### src/rtl/player_state_tx.sv
// Per-frame local player snapshot transmitter: latches position/heading/status on a trigger
// and streams a 7-byte sync+payload+XOR-checksum packet over a byte valid/ready interface.
module player_state_tx #(
    parameter logic [7:0]  SYNC_BYTE = 8'hA5,
    parameter int unsigned DROP_W    = 8
) (
    input  logic              clk,
    input  logic              rst,
    input  logic              send_trigger,
    input  logic [10:0]       player_x,
    input  logic [10:0]       player_y,
    input  logic [8:0]        player_direction,
    input  logic [2:0]        game_stat,
    input  logic              local_rst,
    output logic [7:0]        axiod,
    output logic              axiov,
    input  logic              axiir,
    output logic              busy,
    output logic              pkt_done,
    output logic [3:0]        seq,
    output logic [DROP_W-1:0] drop_count
);

    typedef enum logic {
        ST_IDLE,
        ST_SEND
    } state_t;

    state_t            r_state;
    state_t            w_next_state;
    logic [39:0]       r_word;
    logic [2:0]        r_idx;
    logic [3:0]        r_seq;
    logic [DROP_W-1:0] r_drop;
    logic              r_done;

    logic              w_fire;
    logic              w_last;
    logic              w_accept;
    logic              w_drop;
    logic [7:0]        w_csum;
    logic [7:0]        w_byte;

    assign w_fire   = (r_state == ST_SEND) && axiir;
    assign w_last   = w_fire && (r_idx == 3'd6);
    assign w_accept = (r_state == ST_IDLE) && send_trigger;
    assign w_drop   = (r_state == ST_SEND) && send_trigger;

    // Checksum covers only the latched word, so live input changes never reach the packet.
    assign w_csum = SYNC_BYTE ^ r_word[39:32] ^ r_word[31:24] ^ r_word[23:16]
                  ^ r_word[15:8] ^ r_word[7:0];

    always_comb begin
        w_byte = 8'h00;
        case (r_idx)
            3'd0:    w_byte = SYNC_BYTE;
            3'd1:    w_byte = r_word[39:32];
            3'd2:    w_byte = r_word[31:24];
            3'd3:    w_byte = r_word[23:16];
            3'd4:    w_byte = r_word[15:8];
            3'd5:    w_byte = r_word[7:0];
            3'd6:    w_byte = w_csum;
            default: w_byte = 8'h00;
        endcase
    end

    // NOTE: state registers use non-blocking assignments so every flop samples pre-edge values.
    always_ff @(posedge clk or negedge rst) begin
        if (!rst) begin
            r_state <= ST_IDLE;
        end else begin
            r_state <= w_next_state;
        end
    end

    // NOTE: every output of this block gets a default first so no latch is inferred.
    always_comb begin
        w_next_state = r_state;
        axiov        = 1'b0;
        axiod        = 8'h00;
        busy         = 1'b0;
        case (r_state)
            ST_IDLE: begin
                if (send_trigger) begin
                    w_next_state = ST_SEND;
                end
            end
            ST_SEND: begin
                axiov = 1'b1;
                axiod = w_byte;
                busy  = 1'b1;
                if (w_last) begin
                    w_next_state = ST_IDLE;
                end
            end
            default: w_next_state = ST_IDLE;
        endcase
    end

    always_ff @(posedge clk or negedge rst) begin
        if (!rst) begin
            r_word <= '0;
            r_idx  <= '0;
            r_seq  <= '0;
            r_drop <= '0;
            r_done <= 1'b0;
        end else begin
            r_done <= w_last;
            if (w_accept) begin
                r_word <= {player_x, player_y, player_direction, game_stat, local_rst, r_seq, 1'b0};
                r_idx  <= '0;
            end else if (w_last) begin
                r_idx  <= '0;
            end else if (w_fire) begin
                r_idx  <= r_idx + 3'd1;
            end
            if (w_last) begin
                r_seq <= r_seq + 4'd1;
            end
            if (w_drop && (r_drop != '1)) begin
                r_drop <= r_drop + 1'b1;
            end
        end
    end

    assign pkt_done   = r_done;
    assign seq        = r_seq;
    assign drop_count = r_drop;

endmodule

### config.mk
export PLATFORM = sky130hd
export DESIGN_NAME = player_state_tx
export DESIGN_NICKNAME = d
export VERILOG_FILES = /design/src/rtl/player_state_tx.sv
export SDC_FILE = /design/constraint.sdc
export NUM_CORES = 1
export LEC_CHECK = 0
export ABC_AREA = 1
export BUFFER_PORTS_ARGS = -buffer_cell sky130_fd_sc_hd__buf_2
export CAP_MARGIN = 20
export CORE_UTILIZATION = 44
export CTS_CLUSTER_SIZE = 8
export DETAILED_ROUTE_END_ITERATION = 12
export PLACE_DENSITY = 0.66
export SLEW_MARGIN = 20
export SYNTH_ARGS = -nofsm -noshare
export SYNTH_HDL_FRONTEND = slang
export SYNTH_SLANG_ARGS = --single-unit
### constraint.sdc
create_clock -name clk -period 2.7 [get_ports clk]
set_input_delay 0.54 -clock clk [delete_from_list [all_inputs] [get_ports clk]]
set_output_delay 0.54 -clock clk [all_outputs]
set_load 0.1 [all_outputs]
==> run_results.csv <==
group,metric,value,unit
status,status,"completed",
synthesis,netlist_area,3130,um^2
floorplanning,die_area,7450,um^2
route,wl_per_cell,12.4,um
route,via_count,2740,
placed_design,gp_congestion,0.827,
cts,h-tree-depth,2,
global_route,overflow,0,
final_layout,num-fill-cells,685,
sta,fin_worst_skew,0.00505,ns
floorplanning,rows,30,
sta,hold_viol,0,
global_route,gr-usage-met2,32.3,%
synthesis,synth-seq-area-share,44.8,%
cts,clkLatencyLatePin,0.32,ns
global_route,grt_antenna_before_repair,0,
worst_setup_path,endpoint,"axiod[6]",
cts,cts_root_buf,"clkbuf_8",
worst_setup_path,path_class,"flop to output pin",
synthesis,synthFlopType,"dfrtp_1",
worst_setup_path,worstRegToRegCells,5,
worst_setup_path,timing.rr.end,"r_word[21]",
floorplanning,pin_count,62,
worst_setup_path,cp.arrival,2.10,ns
worst_setup_path,r2r_slack,0.96,ns
cts,clock_path_buffers,2,
final_layout,antenna_cells,0,
global_route,grt_usage,19.9,%
worst_setup_path,worstSetupEndpointType,"output pin",
job,cap_viol_max_count,0,
cts,clock_sinks,56,
sta,finalCriticalPeriod,2.64,ns
placed_design,pre_cts_ws,0.311,ns
sta,max_freq,0.379,GHz
global_route,grt_max_degree,36,
sta,tightest_slew,0.535,ns
route,wl,7000,um
synthesis,synth_area_leaders,"dfrtp_1 (45%), nand2_1 (13%), inv_1 (6.1%)",
placed_design,dpl.hpwl,5190,um
final_layout,final_cell_mix,"nand2_1 (105), dfrtp_1 (55), buf_2 (53)",
worst_setup_path,worstReg2RegStart,"r_state",
placed_design,io_buffers,61,
floorplanning,core,6830,um^2
route,antenna_left,0,
synthesis,ys_seq_elements,56,
final_layout,fin_area,3680,um^2
worst_setup_path,crit_start,"r_idx[2]",
sta,slew_headroom,64.2,%
cts,cts_tree,"yes",
worst_setup_path,cp-start-kind,"flop",
synthesis,synth_edf_count,0,
floorplanning,start_util,45.8,%
final_layout,nets,512,
route,drtIter0Drc,142,
global_route,gr-max-usage-layer,"met2",
worst_setup_path,critPathMaxFanout,6,
synthesis,async_flop_share,100,%
synthesis,yosys.area.top_type_share,44.8,%
floorplanning,die_h,86.3,um
sta,rsz0062_at_grt,"no",
synthesis,synth_top_cell_by_area,"dfrtp_1",
cts,ctsHoldBuffers,0,
route,firstDrtPassIters,5,
placed_design,place_area,3530,um^2
final_layout,area_delta_synth_final,17.6,%
synthesis,synth_nets,448,
synthesis,ys_warn_count,0,
sta,finalCritPeriodShare,97.7,%
synthesis,synthCells,402,
global_route,grt_use_met3,3.52,%
final_layout,regArea,1400,um^2
placed_design,dp.cells,554,
sta,setup-violations-final,0,
floorplanning,die_w,86.3,um
final_layout,layout_commonest_cell,"nand2_1",
sta,drv_slew,0,
final_layout,final_cells,563,
final_layout,multi_input_area,1480,um^2
synthesis,yosysUniqueCellTypes,29,
route,drc_errors,0,
sta,fin_ws,0.0614,ns
cts,path_clk_slew,0.10,ns
sta,tns,0,ns
synthesis,avgSynthCellArea,7.78,um^2
cts,cts-buffers-inserted,5,
global_route,grt_pass1_wl,11600,um
global_route,grt_util_met1,27.5,%
global_route,grt_pass1_vias,2540,
min_path,min_path_type,"input pin to async pin",
route,avgViaCountPerCell,4.87,
worst_setup_path,cp.required,2.16,ns
final_layout,drive_above_1_share,18.8,%
==> worst max-delay path: stages, from the launching register on <==
cell and delay [ns]:
dfrtp_2 0.47, inv_2 0.11, ha_1 0.25, inv_1 0.15
o22ai_1 0.21, nor3_1 0.08, a21oi_1 0.19, buf_4 0.32
==> per-layer routing <==
metal	vias up	wire [um]
met3	4	403
li1	1410	-
met5	-	0
met4	0	38
met1	1254	3340
met2	72	3220
==> synthesized netlist by cell type, types with 2 or more instances <==
library cell and count:
clkbuf_1 3, nand2_2 2, mux2_1 12, nand2_1 107, ha_1 7, o21ai_0 12, nand4_1 3, o22ai_1 7
xor2_1 8, a21oi_1 34, nor2_1 45, buf_4 3, xnor2_1 8, inv_2 2, nand3_1 21, nor3_1 5
o211ai_1 3, inv_1 51, o21ai_1 3, dfrtp_1 56, buf_2 2
==> layout make-up <==
type	instances	area share, %
multi-input combinational	283	40.2
sequential	56	38.1
timing repair buffer	65	10.2
inverter	54	5.61
tap	96	3.26
clock buffer	5	1.87
clock inverter	3	0.646
timing repair inverter	1	0.136
==> metrics by stage <==
stage	hold slack [ns]	utilization, %
after floorplan	0.244	-
after global placement	0.502	51.6
after detailed placement	0.510	51.6
after CTS	0.213	53.3
after global routing	0.224	53.9
final	0.200	53.9
==> repair_timing <==
action / CTS / global route
gates resized for setup: 7 / 13
pin swaps: 0 / 1
setup endpoints to repair: 7 / 8
setup buffers: 0 / 0
cloned: 0 / 1
==> worst min path at each step <==
stage,from,to,slack [ns],cells past startpoint
floorplan,rst,drop_count[0],0.24,0
global placement,drop_count[7],drop_count[7],0.50,2
detailed placement,drop_count[5],drop_count[5],0.51,2
CTS,rst,r_word[10],0.21,2
global route,rst,r_word[31],0.22,2
finish,rst,r_word[10],0.20,2
==> cell families after synthesis <==
kind of cell | share of synthesized area [%]
AO/OA/AOI/OAI | 10.5
XOR/XNOR | 4.48
adder cells (fa/ha/maj) | 2.80
buffers and inverters | 8.24
flip-flops | 44.8
multiplexers | 4.32
AND/OR/NAND/NOR | 24.8
==> sequential cells by signal (all words and copies together), names as in the netlist <==
signal / flops
seq: 4
r_word: 39
pkt_done: 1
drop_count: 8
r_state: 1
r_idx: 3
Power is left out: the tool's default activity adds up to more than one toggle a clock period on the data nets, which glitch-free logic cannot reach.
